## src/rtl/lsu_mem_access_unit_if.sv

```systemverilog
// ----------------------------------------------------------------------------
// lsu_mem_access_unit_if
// Groups the execute-side request/response handshake and the data-memory bus
// of the load/store unit.
//   slave  : the LSU itself (takes requests, drives the memory bus)
//   master : the environment (execute/writeback stages plus data memory)
// Request side : req_valid_i, req_ready_o, req_rd_i, req_wr_i, req_signed_i,
//                req_size_i, req_addr_i, req_wdata_i, req_rd_index_i
// Memory bus   : daddr_o, dwdata_o, dbe_o, drd_o, dwr_o, dready_i, drdata_i
// Response     : resp_valid_o, resp_rdata_o, resp_rd_index_o, resp_err_o
// XLEN and ADDR_W must match the parameters of the attached LSU instance.
// ----------------------------------------------------------------------------
interface lsu_mem_access_unit_if #(
  parameter int XLEN   = 32,
  parameter int ADDR_W = 32
);
  localparam int BE_W = XLEN / 8;

  logic              req_valid_i;
  logic              req_ready_o;
  logic              req_rd_i;
  logic              req_wr_i;
  logic              req_signed_i;
  logic [1:0]        req_size_i;
  logic [ADDR_W-1:0] req_addr_i;
  logic [XLEN-1:0]   req_wdata_i;
  logic [4:0]        req_rd_index_i;

  logic [ADDR_W-1:0] daddr_o;
  logic [XLEN-1:0]   dwdata_o;
  logic [BE_W-1:0]   dbe_o;
  logic              drd_o;
  logic              dwr_o;
  logic              dready_i;
  logic [XLEN-1:0]   drdata_i;

  logic              resp_valid_o;
  logic [XLEN-1:0]   resp_rdata_o;
  logic [4:0]        resp_rd_index_o;
  logic              resp_err_o;

  modport slave (
    input  req_valid_i, req_rd_i, req_wr_i, req_signed_i, req_size_i,
           req_addr_i, req_wdata_i, req_rd_index_i, dready_i, drdata_i,
    output req_ready_o, daddr_o, dwdata_o, dbe_o, drd_o, dwr_o,
           resp_valid_o, resp_rdata_o, resp_rd_index_o, resp_err_o
  );

  modport master (
    output req_valid_i, req_rd_i, req_wr_i, req_signed_i, req_size_i,
           req_addr_i, req_wdata_i, req_rd_index_i, dready_i, drdata_i,
    input  req_ready_o, daddr_o, dwdata_o, dbe_o, drd_o, dwr_o,
           resp_valid_o, resp_rdata_o, resp_rd_index_o, resp_err_o
  );
endinterface

```

## src/rtl/lsu_mem_access_unit.sv

```systemverilog
// ----------------------------------------------------------------------------
// lsu_mem_access_unit
// Load/store unit between execute and the data-memory bus. Accepts one request
// per handshake, drives registered bus strobes until dready_i, aligns store
// data / byte enables to the addressed lane, extracts and sign/zero-extends
// load data and returns a one-cycle response.
// Ports:
//   clk_i    : clock
//   reset_i  : synchronous active-high reset (aborts any access in flight)
//   bus      : lsu_mem_access_unit_if.slave (request, memory bus, response)
// Parameters: XLEN (32 or 64), ADDR_W (byte-address width).
// Optional feature: define LSU_MISALIGN_SPLIT_EN to split misaligned accesses
// that cross an XLEN boundary into two bus beats (ACCESS -> ACCESS2). Without
// it every misaligned access is answered with resp_err_o and no bus beat.
// ----------------------------------------------------------------------------
module lsu_mem_access_unit #(
  parameter int XLEN   = 32,
  parameter int ADDR_W = 32
) (
  input  logic                 clk_i,
  input  logic                 reset_i,
  lsu_mem_access_unit_if.slave bus
);
  localparam int BE_W  = XLEN / 8;
  localparam int OFF_W = $clog2(BE_W);
`ifdef LSU_MISALIGN_SPLIT_EN
  // Lanes span two words so the part spilling past the boundary is kept.
  localparam int LANE_W = 2 * BE_W;
`else
  localparam int LANE_W = BE_W;
`endif
  localparam logic [6:0] SH_BYTE = 7'(XLEN - 8);
  localparam logic [6:0] SH_HALF = 7'(XLEN - 16);
  localparam logic [6:0] SH_WORD = 7'(XLEN - 32);

  typedef enum logic [1:0] {
    ST_IDLE    = 2'd0,
    ST_ACCESS  = 2'd1,
`ifdef LSU_MISALIGN_SPLIT_EN
    ST_ACCESS2 = 2'd3,
`endif
    ST_RESP    = 2'd2
  } state_t;

  // Moves the low (8<<size) bits to the top and back, so the arithmetic
  // right shift replicates the sign bit without size-specific concatenations.
  function automatic logic [XLEN-1:0] extend_load(input logic [XLEN-1:0] data,
                                                  input logic [1:0]      size,
                                                  input logic            sgn);
    logic [6:0]      sh;
    logic [XLEN-1:0] tmp;
    logic [XLEN-1:0] res;
    case (size)
      2'd0:    sh = SH_BYTE;
      2'd1:    sh = SH_HALF;
      2'd2:    sh = SH_WORD;
      default: sh = 7'd0;
    endcase
    tmp = data << sh;
    if (sgn) begin
      res = $signed(tmp) >>> sh;
    end else begin
      res = tmp >> sh;
    end
    return res;
  endfunction

  state_t           state_r;
  logic             rd_r;
  logic             wr_r;
  logic             sgn_r;
  logic [1:0]       size_r;
  logic [OFF_W-1:0] off_r;
  logic [4:0]       idx_r;
`ifdef LSU_MISALIGN_SPLIT_EN
  logic             split_r;
  logic [XLEN-1:0]  lo_data_r;
  logic [BE_W-1:0]  hi_be_r;
  logic [XLEN-1:0]  hi_wdata_r;
  logic [2*XLEN-1:0] load_cat_s;
`else
  logic             misalign_s;
`endif

  logic [OFF_W-1:0]    off_s;
  logic [LANE_W-1:0]   be_lane_s;
  logic [8*LANE_W-1:0] wdata_lane_s;
  logic                err_s;
  logic                nop_s;
  logic                accept_s;
  logic [XLEN-1:0]     load_lane_s;
  logic [XLEN-1:0]     rdata_next_s;

  // Request decode: lane position, byte enables, store alignment, error checks.
  always_comb begin
    off_s        = bus.req_addr_i[OFF_W-1:0];
    be_lane_s    = ~({LANE_W{1'b1}} << (4'd1 << bus.req_size_i)) << off_s;
    wdata_lane_s = {{(8*LANE_W-XLEN){1'b0}}, bus.req_wdata_i} << {off_s, 3'b000};
    nop_s        = !bus.req_rd_i && !bus.req_wr_i;
    accept_s     = bus.req_valid_i && (state_r == ST_IDLE);
`ifdef LSU_MISALIGN_SPLIT_EN
    err_s = (bus.req_rd_i && bus.req_wr_i) ||
            ((XLEN == 32) && (bus.req_size_i == 2'd3));
`else
    misalign_s = |(off_s & OFF_W'((4'd1 << bus.req_size_i) - 4'd1));
    err_s = (bus.req_rd_i && bus.req_wr_i) ||
            ((XLEN == 32) && (bus.req_size_i == 2'd3)) || misalign_s;
`endif
  end

  // Load path: select the addressed bytes (merging both beats when split).
  always_comb begin
`ifdef LSU_MISALIGN_SPLIT_EN
    // Single-beat accesses never reach the upper copy's bytes after extension.
    if (state_r == ST_ACCESS2) begin
      load_cat_s = {bus.drdata_i, lo_data_r};
    end else begin
      load_cat_s = {bus.drdata_i, bus.drdata_i};
    end
    load_lane_s = load_cat_s[{off_r, 3'b000} +: XLEN];
`else
    load_lane_s = bus.drdata_i >> {off_r, 3'b000};
`endif
    if (rd_r) begin
      rdata_next_s = extend_load(load_lane_s, size_r, sgn_r);
    end else begin
      rdata_next_s = {XLEN{1'b0}};
    end
  end

  // Control FSM with all outputs registered.
  always_ff @(posedge clk_i) begin
    if (reset_i) begin
      state_r             <= ST_IDLE;
      rd_r                <= 1'b0;
      wr_r                <= 1'b0;
      sgn_r               <= 1'b0;
      size_r              <= 2'd0;
      off_r               <= '0;
      idx_r               <= 5'd0;
`ifdef LSU_MISALIGN_SPLIT_EN
      split_r             <= 1'b0;
      lo_data_r           <= '0;
      hi_be_r             <= '0;
      hi_wdata_r          <= '0;
`endif
      bus.req_ready_o     <= 1'b1;
      bus.daddr_o         <= '0;
      bus.dwdata_o        <= '0;
      bus.dbe_o           <= '0;
      bus.drd_o           <= 1'b0;
      bus.dwr_o           <= 1'b0;
      bus.resp_valid_o    <= 1'b0;
      bus.resp_rdata_o    <= '0;
      bus.resp_rd_index_o <= 5'd0;
      bus.resp_err_o      <= 1'b0;
    end else begin
      case (state_r)
        ST_IDLE: begin
          if (accept_s) begin
            rd_r            <= bus.req_rd_i;
            wr_r            <= bus.req_wr_i;
            sgn_r           <= bus.req_signed_i;
            size_r          <= bus.req_size_i;
            off_r           <= off_s;
            idx_r           <= bus.req_rd_index_i;
            bus.req_ready_o <= 1'b0;
            if (err_s || nop_s) begin
              // No bus beat: answer straight away.
              state_r             <= ST_RESP;
              bus.resp_valid_o    <= 1'b1;
              bus.resp_err_o      <= err_s;
              bus.resp_rdata_o    <= '0;
              bus.resp_rd_index_o <= bus.req_rd_index_i;
            end else begin
              state_r      <= ST_ACCESS;
              bus.daddr_o  <= {bus.req_addr_i[ADDR_W-1:OFF_W], {OFF_W{1'b0}}};
              bus.dbe_o    <= be_lane_s[BE_W-1:0];
              bus.dwdata_o <= bus.req_wr_i ? wdata_lane_s[XLEN-1:0] : {XLEN{1'b0}};
              bus.drd_o    <= bus.req_rd_i;
              bus.dwr_o    <= bus.req_wr_i;
`ifdef LSU_MISALIGN_SPLIT_EN
              split_r      <= |be_lane_s[LANE_W-1:BE_W];
              hi_be_r      <= be_lane_s[LANE_W-1:BE_W];
              hi_wdata_r   <= bus.req_wr_i ? wdata_lane_s[8*LANE_W-1:XLEN] : {XLEN{1'b0}};
`endif
            end
          end
        end
        ST_ACCESS: begin
          if (bus.dready_i) begin
`ifdef LSU_MISALIGN_SPLIT_EN
            if (split_r) begin
              // Strobes stay up; the second beat targets the next word.
              state_r      <= ST_ACCESS2;
              lo_data_r    <= bus.drdata_i;
              bus.daddr_o  <= bus.daddr_o + ADDR_W'(BE_W);
              bus.dbe_o    <= hi_be_r;
              bus.dwdata_o <= hi_wdata_r;
            end else begin
              state_r             <= ST_RESP;
              bus.daddr_o         <= '0;
              bus.dwdata_o        <= '0;
              bus.dbe_o           <= '0;
              bus.drd_o           <= 1'b0;
              bus.dwr_o           <= 1'b0;
              bus.resp_valid_o    <= 1'b1;
              bus.resp_err_o      <= 1'b0;
              bus.resp_rdata_o    <= rdata_next_s;
              bus.resp_rd_index_o <= idx_r;
            end
`else
            state_r             <= ST_RESP;
            bus.daddr_o         <= '0;
            bus.dwdata_o        <= '0;
            bus.dbe_o           <= '0;
            bus.drd_o           <= 1'b0;
            bus.dwr_o           <= 1'b0;
            bus.resp_valid_o    <= 1'b1;
            bus.resp_err_o      <= 1'b0;
            bus.resp_rdata_o    <= rdata_next_s;
            bus.resp_rd_index_o <= idx_r;
`endif
          end
        end
`ifdef LSU_MISALIGN_SPLIT_EN
        ST_ACCESS2: begin
          if (bus.dready_i) begin
            state_r             <= ST_RESP;
            bus.daddr_o         <= '0;
            bus.dwdata_o        <= '0;
            bus.dbe_o           <= '0;
            bus.drd_o           <= 1'b0;
            bus.dwr_o           <= 1'b0;
            bus.resp_valid_o    <= 1'b1;
            bus.resp_err_o      <= 1'b0;
            bus.resp_rdata_o    <= rdata_next_s;
            bus.resp_rd_index_o <= idx_r;
          end
        end
`endif
        ST_RESP: begin
          state_r             <= ST_IDLE;
          bus.req_ready_o     <= 1'b1;
          bus.resp_valid_o    <= 1'b0;
          bus.resp_err_o      <= 1'b0;
          bus.resp_rdata_o    <= '0;
          bus.resp_rd_index_o <= 5'd0;
        end
        default: begin
          state_r             <= ST_IDLE;
          bus.req_ready_o     <= 1'b1;
          bus.daddr_o         <= '0;
          bus.dwdata_o        <= '0;
          bus.dbe_o           <= '0;
          bus.drd_o           <= 1'b0;
          bus.dwr_o           <= 1'b0;
          bus.resp_valid_o    <= 1'b0;
          bus.resp_err_o      <= 1'b0;
          bus.resp_rdata_o    <= '0;
          bus.resp_rd_index_o <= 5'd0;
        end
      endcase
    end
  end
endmodule

```

## src/flat_wrapper.sv

```systemverilog
// flat-port wrapper written by rule: the top's interface ports become plain ports
module lsu_mem_access_unit_flat 
#(
  parameter int XLEN   = 32,
  parameter int ADDR_W = 32
)
  (clk_i, reset_i, bus_req_valid_i, bus_req_rd_i, bus_req_wr_i, bus_req_signed_i, bus_req_size_i, bus_req_addr_i, bus_req_wdata_i, bus_req_rd_index_i, bus_dready_i, bus_drdata_i, bus_req_ready_o, bus_daddr_o, bus_dwdata_o, bus_dbe_o, bus_drd_o, bus_dwr_o, bus_resp_valid_o, bus_resp_rdata_o, bus_resp_rd_index_o, bus_resp_err_o);
  lsu_mem_access_unit_if #(.XLEN(XLEN), .ADDR_W(ADDR_W)) bus_i ();
  input  logic clk_i;
  input  logic reset_i;
  input wire logic [$bits(bus_i.req_valid_i)-1:0] bus_req_valid_i;
  input wire logic [$bits(bus_i.req_rd_i)-1:0] bus_req_rd_i;
  input wire logic [$bits(bus_i.req_wr_i)-1:0] bus_req_wr_i;
  input wire logic [$bits(bus_i.req_signed_i)-1:0] bus_req_signed_i;
  input wire logic [$bits(bus_i.req_size_i)-1:0] bus_req_size_i;
  input wire logic [$bits(bus_i.req_addr_i)-1:0] bus_req_addr_i;
  input wire logic [$bits(bus_i.req_wdata_i)-1:0] bus_req_wdata_i;
  input wire logic [$bits(bus_i.req_rd_index_i)-1:0] bus_req_rd_index_i;
  input wire logic [$bits(bus_i.dready_i)-1:0] bus_dready_i;
  input wire logic [$bits(bus_i.drdata_i)-1:0] bus_drdata_i;
  output wire logic [$bits(bus_i.req_ready_o)-1:0] bus_req_ready_o;
  output wire logic [$bits(bus_i.daddr_o)-1:0] bus_daddr_o;
  output wire logic [$bits(bus_i.dwdata_o)-1:0] bus_dwdata_o;
  output wire logic [$bits(bus_i.dbe_o)-1:0] bus_dbe_o;
  output wire logic [$bits(bus_i.drd_o)-1:0] bus_drd_o;
  output wire logic [$bits(bus_i.dwr_o)-1:0] bus_dwr_o;
  output wire logic [$bits(bus_i.resp_valid_o)-1:0] bus_resp_valid_o;
  output wire logic [$bits(bus_i.resp_rdata_o)-1:0] bus_resp_rdata_o;
  output wire logic [$bits(bus_i.resp_rd_index_o)-1:0] bus_resp_rd_index_o;
  output wire logic [$bits(bus_i.resp_err_o)-1:0] bus_resp_err_o;
  assign bus_i.req_valid_i = bus_req_valid_i;
  assign bus_i.req_rd_i = bus_req_rd_i;
  assign bus_i.req_wr_i = bus_req_wr_i;
  assign bus_i.req_signed_i = bus_req_signed_i;
  assign bus_i.req_size_i = bus_req_size_i;
  assign bus_i.req_addr_i = bus_req_addr_i;
  assign bus_i.req_wdata_i = bus_req_wdata_i;
  assign bus_i.req_rd_index_i = bus_req_rd_index_i;
  assign bus_i.dready_i = bus_dready_i;
  assign bus_i.drdata_i = bus_drdata_i;
  assign bus_req_ready_o = bus_i.req_ready_o;
  assign bus_daddr_o = bus_i.daddr_o;
  assign bus_dwdata_o = bus_i.dwdata_o;
  assign bus_dbe_o = bus_i.dbe_o;
  assign bus_drd_o = bus_i.drd_o;
  assign bus_dwr_o = bus_i.dwr_o;
  assign bus_resp_valid_o = bus_i.resp_valid_o;
  assign bus_resp_rdata_o = bus_i.resp_rdata_o;
  assign bus_resp_rd_index_o = bus_i.resp_rd_index_o;
  assign bus_resp_err_o = bus_i.resp_err_o;
  lsu_mem_access_unit #(.XLEN(XLEN), .ADDR_W(ADDR_W)) u_core (.clk_i(clk_i), .reset_i(reset_i), .bus(bus_i));
endmodule
```

## config.mk

```make
export PLATFORM = sky130hd
export DESIGN_NAME = lsu_mem_access_unit_flat
export DESIGN_NICKNAME = d
export VERILOG_FILES = /design/src/rtl/lsu_mem_access_unit_if.sv /design/src/rtl/lsu_mem_access_unit.sv /design/src/flat_wrapper.sv
export SDC_FILE = /design/constraint.sdc
export NUM_CORES = 1
export LEC_CHECK = 0
export CAP_MARGIN = 20
export CORE_MARGIN = 8
export CORE_UTILIZATION = 39
export DETAILED_ROUTE_END_ITERATION = 10
export GPL_TIMING_DRIVEN = 0
export PLACE_DENSITY = 0.86
export SKIP_LAST_GASP = 1
export SLEW_MARGIN = 20
export SYNTH_ARGS = -nofsm -noshare
export SYNTH_HDL_FRONTEND = slang
export SYNTH_SLANG_ARGS = --single-unit
export TNS_END_PERCENT = 50
```

## constraint.sdc

```tcl
create_clock -name clk_i -period 1.93 [get_ports clk_i]
set_input_delay 0.579 -clock clk_i [delete_from_list [all_inputs] [get_ports clk_i]]
set_output_delay 0.579 -clock clk_i [all_outputs]
set_load 0.01 [all_outputs]
```

# After elaboration in Yosys (flattened, before gate mapping)
# Cells that the tools add are included.
# W data, S select, Z words.
# word_totals
regBits	123
wordCells	97
# op_classes
add_sub_neg	1
eq_ne	8
shift	8
n_mux	44
bitwise_logic	4
n_reduce_logical	16
# ops
op	count
$mux W32	11
$pmux W32 S3	2
$pmux W32 S2	1
$shl A32 B5 Y32	1
$shl A32 B7 Y32	1
$shr A32 B5 Y32	1
$shr A32 B7 Y32	1
$sshr A32 B7 Y32	1
$pmux W5 S2	2
$mux W5	3
$mux W4	3
$pmux W4 S3	1
$mux W1	11
$mux W7	1
$mux W2	3
$ne A2 B2 Y1 const B	3
$pmux W1 S2	3
$pmux W1 S3	2
$reduce_and A2 Y1	3
$eq A2 B1 Y1 const B	2
$eq A2 B2 Y1 const B	2
$logic_not A2 Y1	2
$not A4 Y4	1
$pmux W2 S2	1
other kinds (13)	19

# Longest topological paths before layout
# Gate-level depths: netlist of run 1.
# depth
depth_word	9
mapped_depth	8

# Worst setup path after synthesis of run 1
# OpenSTA, ideal clock, no wires.
# synth_path
path_kind	input-to-reg
startpoint	input port bus_req_addr_i[1]
endpoint	register u_core.bus.resp_rdata_o[29] (netlist bit)
setup_ns	0.122
t_arrival_ns	1.842
setup_slack_ns	-0.033
stages	7
path_buffers	3
path_cell_list	buf_2 -> nor3_2 -> o21a_1 -> buf_6 -> o211a_4 -> buf_2 -> a221o_1
# synth_via
elab_chain_cells	6
# synth_rtl
element	line	source
start, declared	flat_wrapper.sv:16	input wire logic [$bits(bus_i.req_addr_i)-1:0] bus_req_addr_i;
$and A2 B2 Y2	lsu_mem_access_unit.sv:105	misalign_s = |(off_s & OFF_W'((4'd1 << bus.req_size_i) - 4'd1));
$reduce_or A2 Y1	lsu_mem_access_unit.sv:105	
$logic_or A1 B1 Y1	lsu_mem_access_unit.sv:107	((XLEN == 32) && (bus.req_size_i == 2'd3)) || misalign_s;
$logic_or A1 B1 Y1	lsu_mem_access_unit.sv:168	if (err_s || nop_s) begin
$ne A2 B2 Y1 (no source line)	n/a	
$reduce_and A3 Y1 (no source line)	n/a	
end signal, assigned	lsu_mem_access_unit.sv:221	bus.resp_rdata_o <= rdata_next_s;
end, declared	lsu_mem_access_unit_if.sv:46	resp_valid_o, resp_rdata_o, resp_rd_index_o, resp_err_o
# Every way passes these cells.
# A chain may end at the register's enable or synchronous reset.

# Worst setup path in the final report of run 1
# layout_path
startpoint	register u_core.bus.dwdata_o[23]
endpoint	output port bus_dwdata_o[23]
# layout_rtl
element	line	source
start, declared	lsu_mem_access_unit_if.sv:45	output req_ready_o, daddr_o, dwdata_o, dbe_o, drd_o, dwr_o,
start signal, assigned	lsu_mem_access_unit.sv:179	bus.dwdata_o <= bus.req_wr_i ? wdata_lane_s[XLEN-1:0] : {XLEN{1'b0}};
end, declared	flat_wrapper.sv:23	output wire logic [$bits(bus_i.dwdata_o)-1:0] bus_dwdata_o;
# No word-level cell between the ends.

==> results of run 1 <==
==> through the flow <==
step | setup TNS (ps) | cells | power, W | util | cell area (um2)
5_1_grt | -650.5 | 943 | 0.007001 | 0.6344 | 8334
2_1_floorplan | 0 | 510 | 0.003135 | - | 5201
4_1_cts | -166.6 | 939 | 0.006783 | 0.6294 | 8269
6_report | -2.478 | 943 | 0.006778 | 0.6344 | 8334
3_3_place_gp | -70470 | 902 | 0.003626 | 0.5772 | 7584
3_5_place_dp | -77670 | 902 | 0.003654 | 0.5772 | 7584
==> per-layer routing <==
layer	GRT usage	vias up
li1	-	2422
met1	0.2418	2481
met2	0.3659	298
met3	0.09375	36
met4	0.07913	0
met5	0	-
==> flip-flops by register name (all words and copies together), names as in the netlist <==
signal	flops
u_core.bus.resp_rd_index_o	5
u_core.bus.dbe_o	4
u_core.size_r	2
u_core.off_r	2
u_core.bus.drd_o	1
u_core.rd_r	1
u_core.bus.daddr_o	30
u_core.bus.req_ready_o	1
u_core.bus.resp_rdata_o	32
u_core.bus.dwr_o	1
u_core.idx_r	5
u_core.bus.dwdata_o	32
u_core.sgn_r	1
u_core.bus.resp_err_o	1
u_core.bus.resp_valid_o	1
u_core.state_r	2
==> worst paths after layout <==
kind         slack (ps)  depth (start not counted)                                  from                                        to
max                  -2                          1  u_core.bus.dwdata_o[23]$_SDFFE_PP0P_                          bus_dwdata_o[23]
min reg2reg         460                          2          u_core.idx_r[4]$_SDFFE_PP0P_              u_core.idx_r[4]$_SDFFE_PP0P_
max reg2reg          60                          6          u_core.off_r[0]$_SDFFE_PP0P_  u_core.bus.resp_rdata_o[13]$_SDFFE_PP0P_
min                 460                          2          u_core.idx_r[4]$_SDFFE_PP0P_              u_core.idx_r[4]$_SDFFE_PP0P_
==> worst min-delay path, cell delays in order (launching register included) <==
cell	delay [ps]
dfxtp_1	300
nand2_1	50
a21oi_1	50
==> cell usage after synthesis (8+ instances only) <==
cell | number | area share
mux2i_1 | 31 | 0.060
mux2_2 | 23 | 0.050
a21oi_1 | 47 | 0.045
buf_2 | 20 | 0.019
nand3_1 | 8 | 0.0077
o211ai_1 | 23 | 0.033
dfxtp_1 | 121 | 0.47
clkbuf_1 | 12 | 0.0087
o21ai_0 | 10 | 0.0096
nor2_1 | 30 | 0.022
a22o_1 | 56 | 0.095
o2bb2ai_1 | 16 | 0.027
a221o_1 | 16 | 0.031
nand2_1 | 37 | 0.027
==> power by group <==
part           switching [W]  internal (W)
clock network        0.00117       0.00195
registers          0.0000506       0.00257
logic               0.000504      0.000525
total                0.00173       0.00505
==> layout make-up <==
class / count / area share
Multi-Input combinational cell: 341 / 0.3100
Sequential cell: 121 / 0.2906
Timing Repair Buffer: 227 / 0.2692
Clock buffer: 19 / 0.05435
Buffer: 44 / 0.03273
Tap cell: 176 / 0.02642
Clock inverter: 12 / 0.01486
Inverter: 3 / 0.001802
==> cells by family after synthesis <==
family / Yosys count
flops: 121
mux: 55
xor+xnor: 1
buf+inv: 48
compound gates: 186
other cells: 1
simple gates: 97
==> what timing repair did <==
action | in CTS | in global routing
pin swaps | 4 | 5
endpoints found under the setup margin | 108 | 143
resized for setup | 21 | 20
gates cloned | 0 | 1
setup buffers | 6 | 4
==> impl_metrics.py, run 1 <==
metrics = {
    "critical_path": {
        "cp_max_fo": 2,
        "critPathSlowestCell": "clkdlybuf4s50_1",
        "critical_path.cell_chain": "clkdlybuf4s50_1",
        "end_kind": "output pin",
        "cp.buffers_inverters": 1,
        "required_ps": 1350,
        "cp.arrival_ps": 1350,
        "crit_family": "buffers and inverters",
        "worst_path_largest_cell_delay_ps": 560,
        "startpoint_type": "flop",
        "critPathKind": "flop to output pin",
    },
    "logic_synthesis": {
        "synth_xor_area_frac": 0.001688,
        "synth_top_family_by_area": "compound AO/OA/AOI/OAI gates",
        "yosysWarnings": 0,
        "synth_edf_count": 0,
        "synth_compound_area_frac": 0.2732,
        "yosys_register_bits": 121,
        "synth_fa_ha_area_frac": 0,
        "syn_area_per_cell_um2": 10.19,
        "synthSimpleGateAreaFrac": 0.09236,
        "synth.distinct_cells": 50,
        "async_flop_share": 0,
        "netlist_area_mm2": 0.005189,
        "synthCells": 509,
        "synth_flop_cell": "dfxtp_1",
        "yosysSeqAreaShare": 0.4668,
        "muxShareOfSynthArea": 0.1141,
    },
    "power": {
        "p_per_area_mw_per_mm2": 813.2,
        "p_leak_nw": 3.196,
        "ir_drop_v": 0.0005943,
    },
    "final_layout": {
        "diodes": 0,
        "final_cell_mix": "clkdlybuf4s50_1, dfxtp_1, a22o_1",
        "area_growth_syn_to_layout_pct": 60.62,
        "drive_gt1_frac": 0.1538,
        "seqCellArea_mm2": 0.002422,
        "layout_commonest_cell": "clkdlybuf4s50_1",
        "num-fill-cells": 1042,
        "fin_nets": 865,
        "multiInputGateArea_mm2": 0.002584,
    },
    "clocking": {
        "cts_made_buffers": 17,
        "cts_tree": "yes",
        "clkLatencyLatePin_ps": 410,
        "cts.sinks": 121,
        "clkTransAtPathRegs_ps": 50,
        "clock_path_buffers": 2,
        "cts_max_level": 4,
        "postCtsHoldBufs": 0,
        "clock-root-buffer": "clkbuf_16",
    },
    "run_status": {
        "violations": "negative setup slack",
        "status": "finished, violations left",
    },
    "floorplanning": {
        "die_w_um": 131.3,
        "core_area_mm2": 0.01314,
        "num_io_pins": 220,
        "die_y_um": 131.3,
        "die_area_mm2": 0.01725,
        "start_util": 0.3950,
        "num_rows": 42,
    },
    "timing": {
        "finalHoldWorstSlack_ps": 461.4,
        "fmax_mhz": 517.5,
        "finalSetupViolations": 1,
        "worstMarginPinSlew_ps": 595.4,
        "worst_slack_ps": -2.478,
        "finalMaxSlewViolations": 0,
        "skew_ps": 7.300,
        "fin_crit_sh": 1.001,
        "slew-limit-headroom": 0.6030,
        "fin_crit_ps": 1932,
        "finalHoldViolCount": 0,
        "rsz0062_at_grt": "yes",
    },
    "drt": {
        "vias_per_cell": 5.554,
        "dr_wl_met2_um": 9237,
        "first_pass_iters": 5,
        "wl_met1_um": 7787,
        "top_layer_used": "met4",
        "met3_length_um": 2075,
        "dr.first_iter.drc_count": 324,
        "post-route-drc-count": 0,
        "ant_nets": 0,
        "wl_per_cell_um": 20.67,
        "finalWirelength_um": 19500,
        "vias": 5237,
    },
    "place": {
        "routabilityCongestion": 0.8892,
        "place_ws_ps": -916.7,
        "dpl.hpwl_um": 14720,
        "io_buffers": 216,
    },
    "global_routing": {
        "grt_pass1_wl_um": 30430,
        "grt_pass1_vias": 5617,
        "grt_use_total": 0.2183,
        "grt.overflow.total": 0,
        "antenna_found_initial": 0,
        "grt_max_degree": 17,
    },
    "flow_run": {
        "drv_cap": 0,
    },
    "hold_path": {
        "hp-class": "flop to flop",
    },
}
Note: power is estimated with default switching activity, not from simulation.
==> run 2: changes to the inputs <==
- SLEW_MARGIN: 20 -> 5
==> results of run 2 <==
No change in the layout: final DEF, timing and power equal those of run 1.
==> run 3: changes to the inputs <==
- CAP_MARGIN: 20 -> 10
==> results of run 3 <==
No change in the layout: final DEF, timing and power equal those of run 1.
